--- src/rtl/mux_arb_pkg.sv ---
// Shared constants and helpers for the parameterised mux/arbiter.
package mux_arb_pkg;

    localparam logic MODE_FIXED = 1'b0;
    localparam logic MODE_RR    = 1'b1;

    // Index width that never collapses to zero bits, even for n <= 2.
    function automatic int clog2_min1(input int n);
        return (n <= 2) ? 1 : $clog2(n);
    endfunction

endpackage

--- src/rtl/param_mux_arb_if.sv ---
// Channel-side and output-side signals of param_mux_arb grouped as one bus.
interface param_mux_arb_if #(
    parameter int N = 10,
    parameter int W = 8
);
    import mux_arb_pkg::*;
    localparam int SW = clog2_min1(N);

    logic [N-1:0]   in_valid;
    logic [N*W-1:0] in_data;
    logic [N-1:0]   in_ready;
    logic           mode;
    logic [SW-1:0]  sel;
    logic           out_valid;
    logic [W-1:0]   out_data;
    logic [SW-1:0]  out_ch;
    logic           out_ready;
    logic           sel_err;

    modport master (
        output in_valid, in_data, mode, sel, out_ready,
        input  in_ready, out_valid, out_data, out_ch, sel_err
    );

    modport slave (
        input  in_valid, in_data, mode, sel, out_ready,
        output in_ready, out_valid, out_data, out_ch, sel_err
    );

endinterface

--- src/rtl/param_mux_arb_rr_pick.sv ---
// Rotating-priority search: first requester at or above ptr, wrapping N-1 -> 0.
module rr_pick
    import mux_arb_pkg::*;
#(
    parameter  int N  = 10,
    localparam int SW = clog2_min1(N)
) (
    input  logic [N-1:0]  req,
    input  logic [SW-1:0] ptr,
    output logic          gnt_vld,
    output logic [SW-1:0] gnt_idx
);

    int            j;
    logic [SW-1:0] jj;

    always_comb begin
        gnt_vld = 1'b0;
        gnt_idx = '0;
        j       = 0;
        jj      = '0;
        for (int k = 0; k < N; k++) begin
            j = int'(ptr) + k;
            if (j >= N) j = j - N;
            jj = SW'(j);
            if (!gnt_vld && req[jj]) begin
                gnt_vld = 1'b1;
                gnt_idx = jj;
            end
        end
    end

endmodule

--- src/rtl/param_mux_arb.sv ---
// N-channel mux into a one-deep output register, fixed-select or round-robin.
// Optional feature: define PARAM_MUX_ARB_CNT_EN to add the xfer_cnt handshake counter.
module param_mux_arb
    import mux_arb_pkg::*;
#(
    parameter  int N  = 10,
    parameter  int W  = 8,
    localparam int SW = clog2_min1(N)
) (
    input  logic           clk,
    input  logic           rst_n,
    param_mux_arb_if.slave bus
`ifdef PARAM_MUX_ARB_CNT_EN
    ,
    output logic [15:0]    xfer_cnt
`endif
);

    localparam logic [SW:0] N_LIM = (SW + 1)'(N);

    logic [W-1:0]  ch_data [N];
    logic [SW-1:0] ptr;
    logic          rr_vld;
    logic [SW-1:0] rr_idx;
    logic          sel_ok;
    logic          load_en;
    logic          gnt_vld;
    logic [SW-1:0] gnt_idx;
    logic          grant;
    logic [SW-1:0] ptr_next;

    for (genvar i = 0; i < N; i++) begin : g_split
        assign ch_data[i] = bus.in_data[i*W +: W];
    end

    rr_pick #(.N(N)) u_pick (
        .req     (bus.in_valid),
        .ptr     (ptr),
        .gnt_vld (rr_vld),
        .gnt_idx (rr_idx)
    );

    assign sel_ok  = ({1'b0, bus.sel} < N_LIM);
    assign load_en = !bus.out_valid || bus.out_ready;

    always_comb begin
        gnt_vld = 1'b0;
        gnt_idx = '0;
        if (bus.mode == MODE_FIXED) begin
            gnt_vld = sel_ok && bus.in_valid[bus.sel];
            gnt_idx = bus.sel;
        end else begin
            gnt_vld = rr_vld;
            gnt_idx = rr_idx;
        end
    end

    // Gating with rst_n keeps in_ready quiet while the block is held in reset.
    assign grant        = gnt_vld && load_en && rst_n;
    assign bus.in_ready = grant ? (N'(1) << gnt_idx) : '0;
    assign ptr_next     = (gnt_idx == SW'(N - 1)) ? '0 : gnt_idx + SW'(1);

    always_ff @(posedge clk or negedge rst_n) begin
        if (!rst_n) begin
            bus.out_valid <= 1'b0;
            bus.out_data  <= '0;
            bus.out_ch    <= '0;
            bus.sel_err   <= 1'b0;
            ptr           <= '0;
        end else begin
            bus.sel_err <= (bus.mode == MODE_FIXED) && !sel_ok;
            if (grant) begin
                bus.out_valid <= 1'b1;
                bus.out_data  <= ch_data[gnt_idx];
                bus.out_ch    <= gnt_idx;
                if (bus.mode == MODE_RR) ptr <= ptr_next;
            end else if (bus.out_ready) begin
                bus.out_valid <= 1'b0;
            end
        end
    end

`ifdef PARAM_MUX_ARB_CNT_EN
    always_ff @(posedge clk or negedge rst_n) begin
        if (!rst_n) begin
            xfer_cnt <= '0;
        end else if (bus.out_valid && bus.out_ready) begin
            xfer_cnt <= xfer_cnt + 16'd1;
        end
    end
`endif

endmodule

--- src/flat_wrapper.sv ---
// flat-port wrapper written by rule: the top's interface ports become plain ports
module param_mux_arb_flat import mux_arb_pkg::*;
#(
    parameter  int N  = 10,
    parameter  int W  = 8,
    localparam int SW = clog2_min1(N)
)
  (clk, rst_n, bus_in_valid, bus_in_data, bus_mode, bus_sel, bus_out_ready, bus_in_ready, bus_out_valid, bus_out_data, bus_out_ch, bus_sel_err);
  param_mux_arb_if #(.N(N), .W(W)) bus_i ();
  input  logic clk;
  input  logic rst_n;
  input wire logic [$bits(bus_i.in_valid)-1:0] bus_in_valid;
  input wire logic [$bits(bus_i.in_data)-1:0] bus_in_data;
  input wire logic [$bits(bus_i.mode)-1:0] bus_mode;
  input wire logic [$bits(bus_i.sel)-1:0] bus_sel;
  input wire logic [$bits(bus_i.out_ready)-1:0] bus_out_ready;
  output wire logic [$bits(bus_i.in_ready)-1:0] bus_in_ready;
  output wire logic [$bits(bus_i.out_valid)-1:0] bus_out_valid;
  output wire logic [$bits(bus_i.out_data)-1:0] bus_out_data;
  output wire logic [$bits(bus_i.out_ch)-1:0] bus_out_ch;
  output wire logic [$bits(bus_i.sel_err)-1:0] bus_sel_err;
  assign bus_i.in_valid = bus_in_valid;
  assign bus_i.in_data = bus_in_data;
  assign bus_i.mode = bus_mode;
  assign bus_i.sel = bus_sel;
  assign bus_i.out_ready = bus_out_ready;
  assign bus_in_ready = bus_i.in_ready;
  assign bus_out_valid = bus_i.out_valid;
  assign bus_out_data = bus_i.out_data;
  assign bus_out_ch = bus_i.out_ch;
  assign bus_sel_err = bus_i.sel_err;
  param_mux_arb #(.N(N), .W(W)) u_core (.clk(clk), .rst_n(rst_n), .bus(bus_i));
endmodule
--- config.mk ---
export PLATFORM = sky130hd
export DESIGN_NAME = param_mux_arb_flat
export DESIGN_NICKNAME = d
export VERILOG_FILES = /design/src/rtl/mux_arb_pkg.sv /design/src/rtl/param_mux_arb_if.sv /design/src/rtl/param_mux_arb_rr_pick.sv /design/src/rtl/param_mux_arb.sv /design/src/flat_wrapper.sv
export SDC_FILE = /design/constraint.sdc
export NUM_CORES = 1
export LEC_CHECK = 0
export BUFFER_PORTS_ARGS = -buffer_cell sky130_fd_sc_hd__buf_2
export CAP_MARGIN = 40
export CORE_MARGIN = 4
export CORE_UTILIZATION = 30
export CTS_CLUSTER_SIZE = 28
export DETAILED_ROUTE_END_ITERATION = 12
export MAX_ROUTING_LAYER = met4
export PLACE_DENSITY = 0.52
export SYNTH_ARGS = -nofsm -noshare
export SYNTH_HDL_FRONTEND = slang
export SYNTH_HIERARCHICAL = 1
export SYNTH_SLANG_ARGS = --single-unit
--- constraint.sdc ---
create_clock -name clk -period 17.1 [get_ports clk]
set_clock_uncertainty 0.05 [all_clocks]
set_input_delay 2.565 -clock clk [delete_from_list [all_inputs] [get_ports clk]]
set_output_delay 2.565 -clock clk [all_outputs]
set_load 0.005 [all_outputs]
* After elaboration in Yosys (flattened, before gate mapping)
Index checks and enable logic that the tools add are counted.
Word-level totals: bits of input ports 98, logic and storage cells 140, register bits 18
Cells by class: order comparisons 23, add/sub/neg operators 20, equality and inequality tests 1, mux-type cells 61, reduce and logical (&&, ||, !) cells 27, bitwise operators 2, shift-type cells 1
Operators with widths (number):
- 4-bit 2-to-1 mux | 22
- 4-bit by 5-bit < comparator with 1-bit output (second input constant) | 11
- 5-bit by 4-bit >= comparator with 1-bit output (second input constant) | 9
- 1-bit binary-select mux with 4-bit select | 11
- 4-bit subtractor (second input constant) | 10
- 8-bit binary-select mux with 4-bit select | 1
- 1-bit 2-to-1 mux | 24
- 4-bit by 3-bit adder with 5-bit output (second input constant) | 4
- 8-bit 2-to-1 mux | 2
- 1-bit logical AND | 13
- 1-bit logical NOT | 11
- 4-bit by 2-bit adder with 5-bit output (second input constant) | 2
- 4-bit by 4-bit adder with 5-bit output (second input constant) | 2
- 10-bit 2-to-1 mux | 1
- 1-bit by 4-bit left shift with 10-bit output (first input constant) | 1
- 4-bit by 1-bit adder with 5-bit output (second input constant) | 1
- 5-bit >= comparator (second input constant) | 1
- 4-bit NOT with 5-bit output | 1
- 4-bit by 1-bit adder with 4-bit output (second input constant) | 1
- 4-bit == test (second input constant) | 1
- 4-bit >= comparator (second input constant) | 1
- 4-bit < comparator (second input constant) | 1
- 2-bit AND reduction | 1
- 2-bit nonzero test | 1
- 2 further kinds | 2

* Logic depth before layout (Yosys ltp)
Gate-level depths: netlist of the first run.
depth in word-level cells 37, depth in mapped cells 26, depth with buffers taken out 21

* Modules after synthesis
The synthesis of the first run kept the hierarchy.
Modules (own cells, without submodules):
- rr_pick | area each 2560.0 um2, instances 1, cells an instance 352, sequential area each 0.0 um2
- param_mux_arb | area each 1826.8 um2, instances 1, cells an instance 192, sequential area each 450.4 um2

* Worst setup path before layout of the first run
Ideal clock, no wire load.
kind input port to output port, start point input port bus_in_valid[5], end point output port bus_in_ready[9], setup slack 8.723 ns, stages 14, data arrival time 5.762 ns, cell sequence mux4_2 o211ai_1 nand4_1 a22oi_1 o211ai_1 nor3_1 nand4_1 nor3_1 and3b_1 a31oi_1 and3b_1 o2bb2a_1 clkbuf_1 and3_1
RTL lines:
- start, declared | RTL line flat_wrapper.sv:12 | input wire logic [$bits(bus_i.in_valid)-1:0] bus_in_valid;
- 1-bit binary-select mux with 4-bit select | RTL line param_mux_arb_rr_pick.sv:26 | if (!gnt_vld && req[jj]) begin
- 1-bit 2-to-1 mux (implied by the code) | RTL line param_mux_arb_rr_pick.sv:26
- 1-bit 2-to-1 mux | RTL line param_mux_arb_rr_pick.sv:26
- 1-bit logical NOT | RTL line param_mux_arb_rr_pick.sv:26
- 1-bit logical AND | RTL line param_mux_arb_rr_pick.sv:26
- 1-bit 2-to-1 mux | RTL line param_mux_arb_rr_pick.sv:26
- 1-bit logical NOT | RTL line param_mux_arb_rr_pick.sv:26
- 1-bit logical AND | RTL line param_mux_arb_rr_pick.sv:26
- (+18 left out)
- 1-bit 2-to-1 mux | RTL line param_mux_arb_rr_pick.sv:26
- 1-bit logical NOT | RTL line param_mux_arb_rr_pick.sv:26
- 1-bit logical AND | RTL line param_mux_arb_rr_pick.sv:26
- 4-bit 2-to-1 mux * | RTL line param_mux_arb_rr_pick.sv:26
- net u_core.rr_idx[0] | RTL line param_mux_arb.sv:24 | logic [SW-1:0] rr_idx;
- 4-bit 2-to-1 mux * | RTL line param_mux_arb.sv:49 | if (bus.mode == MODE_FIXED) begin
- 1-bit by 4-bit left shift with 10-bit output * | RTL line param_mux_arb.sv:60 | assign bus.in_ready = grant ? (N'(1) << gnt_idx) : '0;
- 10-bit 2-to-1 mux * | RTL line param_mux_arb.sv:60
- end, declared | RTL line flat_wrapper.sv:17 | output wire logic [$bits(bus_i.in_ready)-1:0] bus_in_ready;
Mark *: on every way through the listed nets, which the timed path passes. The rest lies on a longest branch. The select of a mux whose other input is x is not followed.

* Worst setup path in the final report of the first run
start point input port bus_in_valid[6], end point output port bus_in_ready[6]
The elaborated chain is that of the path after synthesis.

==> reports/results.ini, run 1 <==
[clock_tree]
clk_latency_ns=0.25
clockRootBuffer=clkbuf_16
cts_sinks=18
clk_path_buf_depth=2
cts_buffers=3
holdBufCountCts=0
post_cts_resize_count=0
cts_tree=done
cts_setup_buffers=0
clkTransAtPathRegs_ns=0.05
htreeDepth=1

[detailed_routing]
wl_per_cell_um=20.0
drc_errors=0
wl_mm=16.4
drt_first_pass_iters=5
drt-initial-drc-count=329
ant_nets=0
vias_per_cell=5.90
vias=4846

[synthesis]
synth.distinct_cells=85
ys_seq_area_frac=0.103
synth_cells=544
synth_ff_type=dfrtp_1
synth_commonest_cells=mux2i_1 (48), nand2_1 (37), o21ai_0 (37), nor2_1 (32), a21oi_1 (27)
async_reset_ff_frac=1.00
syn_area_um2=4390
yosys.area.top_type_share=0.110
syn_area_per_cell_um2=8.06
synth_edf_count=0
yosysTopAreaCell=mux2i_1
ys_ff_latch=18
synthTopCellsByArea=mux2i_1 (11%), dfrtp_1 (10%), ha_1 (6.6%), mux4_2 (6.2%), o21ai_0 (4.2%)
ys.warnings.count=6
synth.most_common_cell=mux2i_1
syn-num-nets=666

[cells_and_area]
antennaDiodeCount=0
final_cells=821
area_growth_pct=17.1
nets=765
layout-drive-gt1-share=0.276
final_core_util=0.364

[timing]
finalCritPeriodShare=0.551
hold_viol=0
rsz0062_at_grt=false
setup_violations=0
finalSetupTns_ns=0
drv_slew=0
max_slew.worst_pin.slew_ns=0.847
slew_headroom=0.434
period_needed_ns=9.42
clock.fmax_mhz=106

[critical_path]
crit_top_cell=nor3_1
crit_path_end_kind=output port
start_kind=primary input
crit_required_ns=14.49
cpLargestDelayFamily=simple AND/OR/NAND/NOR gates
crit_slowest_cell=mux2_2
cp_cell_sequence=buf_2 -> mux2i_1 -> mux2i_1 -> o22a_1 -> a31oi_1 -> o211ai_1 -> nor3_1 -> nand4_1 -> nor3_1 -> nand2b_1 -> o22ai_1 -> mux2_2 -> nand2_1 -> nor3_1 -> buf_2
path_max_fanout=27
critPathMaxStageDelay_ns=0.75
critPathBufInv=2
r2r_slack_ns=10.17
critical_path_class=primary input to output port
cp_data_arrival_time_ns=6.80

[global_routing]
grt_pass1_wl_mm=25.4
grtUsageTotal=0.193
grt_overflow=0
grt_pass1_vias=4770
grt_max_degree=39
antenna_found_initial=0

[placed_design]
dp_hpwl_mm=13.3
dp.cells=818
portBuffers=121
gp_congestion=0.958

[die]
die_w_um=129
io_pins=122
initial_core_util=0.311
fp.coreArea_um2=14100
rows=43
die_area_um2=16600
die_h_um=129

[job]
maxCapViolations=0

[run_status]
status=finished, final reports clean

[worst_hold_path]
hp-class=flip-flop to flip-flop

## cells by family after synthesis
kind of cell / Yosys count / share of synthesized area
AOI/OAI and AO/OA: 180 / 0.295
xor gates and xnor gates: 14 / 0.0297
adders and majority gates: 24 / 0.0702
buffers and inverters: 54 / 0.0616
DFF: 18 / 0.103
muxes: 79 / 0.223
and+or+nand+nor: 175 / 0.217
## worst reg2reg max path, delay by kind of cell (launching register included)
family / cells / cell delay, ns
compound gates: 5 / 1.48
simple gates: 6 / 1.47
flops: 1 / 0.32
mux: 3 / 1.23
fa+ha+maj: 2 / 1.01
buf+inv: 4 / 1.26
## layer usage
| metal | share of wire | routed length [µm] | global-route usage | vias to the layer above |
|---|---|---|---|---|
| li1 | - | - | - | 2307 |
| met1 | 0.45 | 7350 | 0.261 | 2329 |
| met2 | 0.48 | 7920 | 0.309 | 174 |
| met3 | 0.046 | 758 | 0.0199 | 36 |
| met4 | 0.024 | 391 | 0.0500 | 0 |
| met5 | 0 | 0 | - | - |
## layout make-up
type / count / area [µm²]
Multi-Input combinational cell: 472 / 3670
Tap cell: 180 / 225
Timing Repair Buffer: 124 / 628
Clock buffer: 3 / 75.1
Fill cell: 1532 / 8960
Inverter: 24 / 90.1
Sequential cell: 18 / 450
## stage by stage
stage / hold WS [ns] / setup WS (ns) / cell area, µm²
finish: 0.454 / 7.68 / 5130
global route: 0.474 / 7.35 / 5130
CTS: 0.462 / 7.81 / 5130
detailed placement: 0.446 / 7.84 / 5060
global placement: 0.443 / 8.08 / 5060
floorplan: 0.450 / 8.72 / 4390
## path summary, 6_finish.rpt
path | from | end | cells after the start
max in group asynchronous | rst_n | u_core/bus.out_data[3] | 1
min reg2reg | u_core/bus.out_data[6] | u_core/bus.out_data[6] | 1
max reg2reg | u_core/ptr[1] | u_core/bus.out_data[3] | 20
min | u_core/bus.out_data[6] | u_core/bus.out_data[6] | 1
min in group asynchronous | rst_n | u_core/bus.out_data[4] | 1
max | bus_in_valid[6] | bus_in_ready[6] | 15
## cell usage in the layout (no fill, tap or decap), drive strengths merged, types with 4 or more instances in the layout
cell type,synthesis,routed
a2111oi,4,4
a21oi,28,28
mux4,12,12
o21ai,41,41
inv,23,23
nand3b,9,9
a31oi,5,5
or4,4,4
o2111ai,9,9
a21o,5,5
nor3,20,20
nor2,33,33
a21boi,5,5
a22oi,5,5
ha,23,23
o211ai,9,9
a2bb2oi,10,10
o22ai,8,8
mux2i,49,49
dfrtp,18,18
and3b,5,5
nand2,37,37
and3,9,9
nor3b,6,6
and2,6,6
a211oi,10,10
nand2b,15,15
buf,20,124
xnor2,12,12
nand4,6,6
or2,6,6
nand3,6,6
mux2,18,18
nor2b,9,9
## flip-flops by register name (all words and copies together) (netlist names)
signal,flops
u_core/bus.out_data,8
u_core/bus.out_ch,4
u_core/ptr,4
u_core/bus.out_valid,1
u_core/bus.sel_err,1
Power of run 1 is not shown: default switching activity piles up to over one toggle a cycle in this logic, so the estimate is an artifact.
==> run 2, diff against run 1 <==
- clock period: 17.1 -> 8.9 ns (I/O delays scaled with it)
==> run 2 against run 1 <==
Clock-buffer cell count unchanged. Flip-flop and latch count unchanged. Critical path depth up 4. Non-clock buffer count unchanged. Via count down 0.23%. Utilization unchanged. Routed wire length down 3.0%. Sequential share of layout area unchanged.
==> reports/results.ini, run 2 (synthesis gave the netlist of run 1 again) <==
[detailed_routing]
ant_nets=0  ; unchanged
drt-initial-drc-count=384  ; was 329
drt_first_pass_iters=5  ; unchanged
vias=4835  ; was 4846
drc_errors=0  ; unchanged
vias_per_cell=5.89  ; was 5.90
wl_per_cell_um=19.4  ; was 20.0 µm
wl_mm=15.9  ; was 16.4 mm

[critical_path]
crit_cells=19  ; was 15
ff2ff_path_depth=20  ; unchanged
path_max_fanout=26  ; was 27
r2r-start=u_core/ptr[1]  ; unchanged
crit_required_ns=7.52  ; was 14.49 ns
cpLargestDelayFamily=simple AND/OR/NAND/NOR gates  ; unchanged
cp_cell_sequence=buf_4 -> clkinv_1 -> ha_1 -> inv_1 -> ha_1 -> inv_1 -> a221oi_1 -> nor3b_1 -> o211ai_1 -> o211ai_1 -> nor3_1 -> nand4_1 -> nor3_1 -> and3b_1 -> a31oi_1 -> and3b_1 -> o2bb2a_1 -> and3_1 -> buf_2  ; was buf_2 -> mux2i_1 -> mux2i_1 -> o22a_1 -> a31oi_1 -> o211ai_1 -> nor3_1 -> nand4_1 -> nor3_1 -> nand2b_1 -> o22ai_1 -> mux2_2 -> nand2_1 -> nor3_1 -> buf_2
cp-endpoint=bus_in_ready[9]  ; was bus_in_ready[6]
critPathMaxStageDelay_ns=0.63  ; was 0.75 ns
crit_slowest_cell=ha_1  ; was mux2_2
critPathBufInv=5  ; was 2
cp_data_arrival_time_ns=6.24  ; was 6.80 ns
startpoint=u_core/ptr[1]  ; was bus_in_valid[6]
crit_path_end_kind=output port  ; unchanged
start_kind=flip-flop  ; was primary input
critical_path_class=flip-flop to output port  ; was primary input to output port
worstReg2RegEnd=u_core/bus.out_data[3]  ; unchanged
r2r_slack_ns=2.32  ; was 10.17 ns

[clock_tree]
cts_sinks=18  ; unchanged
cts_tree=done  ; unchanged
htreeDepth=1  ; unchanged
clkTransAtPathRegs_ns=0.05  ; about the same
cts_setup_buffers=0  ; unchanged
cts_buffers=3  ; unchanged
clockRootBuffer=clkbuf_16  ; unchanged
holdBufCountCts=0  ; unchanged
clk_latency_ns=0.25  ; about the same
clk_path_buf_depth=2  ; unchanged
post_cts_resize_count=0  ; unchanged

[die]
io_pins=122  ; unchanged
die_area_um2=16600  ; unchanged
fp.coreArea_um2=14100  ; unchanged
rows=43  ; unchanged
initial_core_util=0.311  ; unchanged
die_h_um=129  ; unchanged
die_w_um=129  ; unchanged

[placed_design]
portBuffers=121  ; unchanged
place_area_um2=5060  ; unchanged
gp_congestion=0.979  ; was 0.958
dp_hpwl_mm=13.0  ; was 13.3 mm

[timing]
finalSetupTns_ns=0  ; unchanged
clock.fmax_mhz=131
hold_viol=0  ; unchanged
drv_slew=0  ; unchanged
setup_violations=0  ; unchanged
slew_headroom=0.407  ; was 0.434
finalCritPeriodShare=0.856
rsz0062_at_grt=false  ; unchanged
period_needed_ns=7.62
max_slew.worst_pin.slew_ns=0.865  ; was 0.847 ns

[global_routing]
grt_pass1_wl_mm=24.9  ; was 25.4 mm
grt_max_degree=29  ; was 39
grt_pass1_vias=4733  ; was 4770
grt_overflow=0  ; unchanged
grtUsageTotal=0.189  ; was 0.193
antenna_found_initial=0  ; unchanged

[cells_and_area]
mostFrequentLayoutCell=buf_2  ; unchanged
area_growth_pct=17.1  ; unchanged
antennaDiodeCount=0  ; unchanged
nFillCells=1485  ; was 1532
stdcell_area_um2=5130  ; unchanged
nets=765  ; unchanged
final_core_util=0.364  ; unchanged
reg.largest.list=u_core/bus.out_data (8), u_core/bus.out_ch (4), u_core/ptr (4)  ; unchanged
layout-drive-gt1-share=0.276  ; unchanged
largest_reg_flops=8  ; unchanged
mostFrequentLayoutCells=buf_2 (121), mux2i_1 (48), nand2_1 (37), o21ai_0 (37), nor2_1 (32)  ; unchanged
regMostFlops=u_core/bus.out_data  ; unchanged

[run_status]
status=finished, final reports clean  ; unchanged

[job]
maxCapViolations=0  ; unchanged

[worst_hold_path]
hp-class=flip-flop to flip-flop  ; unchanged

-- run 2: cell counts in the layout (fill, tap and decap cells not counted) --
No cell type changed its count.
-- run 2: metal layers --
metal / vias up / GRT usage / share of wire
li1: 2312 / - / -
met1: 2285 / 0.269 / 0.45
met4: 0 / 0.0544 / 0.028
met3: 32 / 0.0191 / 0.061
met2: 206 / 0.282 / 0.46
met5: - / - / 0
-- run 2: worst min-delay path by stage --
| stage | from | to | slack (ns) | depth (start not counted) |
|---|---|---|---|---|
| detailed placement | u_core/bus.out_data[2] | u_core/bus.out_data[2] | 0.45 | 1 |
| finish | u_core/bus.out_data[3] | u_core/bus.out_data[3] | 0.45 | 1 |
| global placement | u_core/bus.out_data[5] | u_core/bus.out_data[5] | 0.44 | 1 |
| global route | u_core/bus.out_data[3] | u_core/bus.out_data[3] | 0.47 | 1 |
| CTS | u_core/bus.out_data[5] | u_core/bus.out_data[5] | 0.46 | 1 |
| floorplan | u_core/bus.out_ch[0] | u_core/bus.out_ch[0] | 0.45 | 2 |
-- run 2: layout make-up --
cell class	count	area, µm²	share of cell area
inverter	24	90.1	0.0175
tap	180	225	0.0439
multi-input combinational	472	3670	0.714
timing repair buffer	124	628	0.122
clock buffer	3	75.1	0.0146
sequential	18	450	0.0877
-- run 2: through the flow --
step / worst slack (ns) / hold WS, ns / cells
floorplan: 2.52 / 0.450 / 544
global placement: 1.90 / 0.441 / 818
detailed placement: 1.67 / 0.446 / 818
CTS: 1.36 / 0.457 / 821
global route: 0.588 / 0.470 / 821
finish: 1.28 / 0.453 / 821
Power of run 2 is left out for the same reason.
==> run 3, diff against run 2 <==
- MAX_ROUTING_LAYER: met4 -> unset
==> run 3 against run 2 <==
Via count up 0.35%. Die area unchanged. Sequential share of layout area unchanged. Critical path type unchanged. Global-route usage down 0.88 points.
==> reports/results.ini, run 3 (synthesis gave the netlist of run 1 again) <==
[critical_path]
path_max_fanout=26  ; unchanged
critical_path_class=flip-flop to output port  ; unchanged
cp_data_arrival_time_ns=6.29  ; was 6.24 ns
start_kind=flip-flop  ; unchanged
r2r_slack_ns=2.29  ; was 2.32 ns
cpLargestDelayFamily=simple AND/OR/NAND/NOR gates  ; unchanged
crit_slowest_cell=ha_1  ; unchanged
critPathMaxStageDelay_ns=0.64  ; was 0.63 ns
crit_path_end_kind=output port  ; unchanged
cp_cell_sequence=buf_4 -> clkinv_1 -> ha_1 -> inv_1 -> ha_1 -> inv_1 -> a221oi_1 -> nor3b_1 -> o211ai_1 -> o211ai_1 -> nor3_1 -> nand4_1 -> nor3_1 -> and3b_1 -> a31oi_1 -> and3b_1 -> o2bb2a_1 -> and3_1 -> buf_2  ; unchanged
critPathBufInv=5  ; unchanged
crit_required_ns=7.52  ; about the same

[global_routing]
grt_pass1_vias=4644  ; was 4733
grt_max_degree=29  ; unchanged
grtUsageTotal=0.180  ; was 0.189
antenna_found_initial=0  ; unchanged
grt_overflow=0  ; unchanged
grt_pass1_wl_mm=24.6  ; was 24.9 mm

[clock_tree]
clkTransAtPathRegs_ns=0.05  ; about the same
clk_latency_ns=0.25  ; about the same
htreeDepth=1  ; unchanged
cts_buffers=3  ; unchanged
post_cts_resize_count=0  ; unchanged
cts_sinks=18  ; unchanged
clk_path_buf_depth=2  ; unchanged
clockRootBuffer=clkbuf_16  ; unchanged
holdBufCountCts=0  ; unchanged
cts_setup_buffers=0  ; unchanged
cts_tree=done  ; unchanged

[timing]
drv_slew=0  ; unchanged
finalCritPeriodShare=0.862  ; was 0.856
rsz0062_at_grt=false  ; unchanged
finalSetupTns_ns=0  ; unchanged
slew_headroom=0.400  ; was 0.407
hold_viol=0  ; unchanged
period_needed_ns=7.67  ; was 7.62 ns
setup_violations=0  ; unchanged
max_slew.worst_pin.slew_ns=0.896  ; was 0.865 ns
hold_slack_ns=0.456  ; was 0.453 ns
clock.fmax_mhz=130  ; was 131 MHz

[die]
die_h_um=129  ; unchanged
initial_core_util=0.311  ; unchanged
die_w_um=129  ; unchanged
fp.coreArea_um2=14100  ; unchanged
rows=43  ; unchanged
io_pins=122  ; unchanged
die_area_um2=16600  ; unchanged

[cells_and_area]
largest_reg_flops=8  ; unchanged
layout-drive-gt1-share=0.276  ; unchanged
antennaDiodeCount=0  ; unchanged
mostFrequentLayoutCells=buf_2 (121), mux2i_1 (48), nand2_1 (37), o21ai_0 (37), nor2_1 (32)  ; unchanged
mostFrequentLayoutCell=buf_2  ; unchanged
area_growth_pct=17.1  ; unchanged
reg.largest.list=u_core/bus.out_data (8), u_core/bus.out_ch (4), u_core/ptr (4)  ; unchanged
regMostFlops=u_core/bus.out_data  ; unchanged
final_cells=821  ; unchanged
nets=765  ; unchanged

[detailed_routing]
vias_per_cell=5.91  ; was 5.89
wl_mm=15.9  ; about the same
drc_errors=0  ; unchanged
vias=4852  ; was 4835
wl_per_cell_um=19.3  ; was 19.4 µm
drt-initial-drc-count=340  ; was 384
drt_first_pass_iters=5  ; unchanged
ant_nets=0  ; unchanged

[job]
maxCapViolations=0  ; unchanged

[worst_hold_path]
hp-class=flip-flop to flip-flop  ; unchanged

[placed_design]
dp_hpwl_mm=13.0  ; about the same
dp.cells=818  ; unchanged
portBuffers=121  ; unchanged
gp_congestion=0.955  ; was 0.979

[run_status]
status=finished, final reports clean  ; unchanged

## run 3: cell counts in the layout (fill, tap and decap cells not counted)
Identical to the previous run, type by type.
## run 3: through the flow
step                worst slack [ns]   util  instance area, µm²
floorplan                       2.52      -                4390
global placement                1.90  0.359                5060
detailed placement              1.59  0.359                5060
CTS                             1.31  0.364                5130
global route                   0.679  0.364                5130
finish                          1.23  0.364                5130
## run 3: layout make-up
class	count	area, µm²
fillers	1496	8960
multi-input cells	472	3670
repair buffers	124	628
flip-flops and latches	18	450
well taps	180	225
inverters	24	90.1
clock buffers	3	75.1
## run 3: layer usage
metal  global-route usage  share of wire  vias up
li1                     -              -     2301
met1                0.264           0.46     2296
met2                0.278           0.46      220
met3               0.0208          0.062       35
met4               0.0500          0.025        0
met5                    0              0        -
## run 3: path summary, 6_finish.rpt
check                                  startpoint                      to  depth (start not counted)
setup / recovery                    u_core/ptr[1]         bus_in_ready[9]                         19
hold / removal             u_core/bus.out_data[3]  u_core/bus.out_data[3]                          1
setup reg to reg                    u_core/ptr[1]  u_core/bus.out_data[3]                         20
hold reg to reg            u_core/bus.out_data[3]  u_core/bus.out_data[3]                          1
max in group asynchronous                   rst_n  u_core/bus.out_data[0]                          1
min in group asynchronous                   rst_n  u_core/bus.out_data[1]                          1
## run 3: worst reg2reg max path, stage by stage, from the launching register on
cell       delay (ns)
dfrtp_1          0.32
buf_4            0.28
clkinv_1         0.48
ha_1             0.64
inv_1            0.27
ha_1             0.33
inv_1            0.14
a221oi_1         0.29
nor3b_1          0.09
o211ai_1         0.29
o211ai_1         0.20
nor3_1           0.43
nand4_1          0.28
nor3_1           0.36
and3b_1          0.23
a31oi_1          0.43
mux2_4           0.39
mux4_2           0.54
nand2b_1         0.09
o2111ai_1        0.11
mux2_2           0.28
Power of run 3 is left out for the same reason.
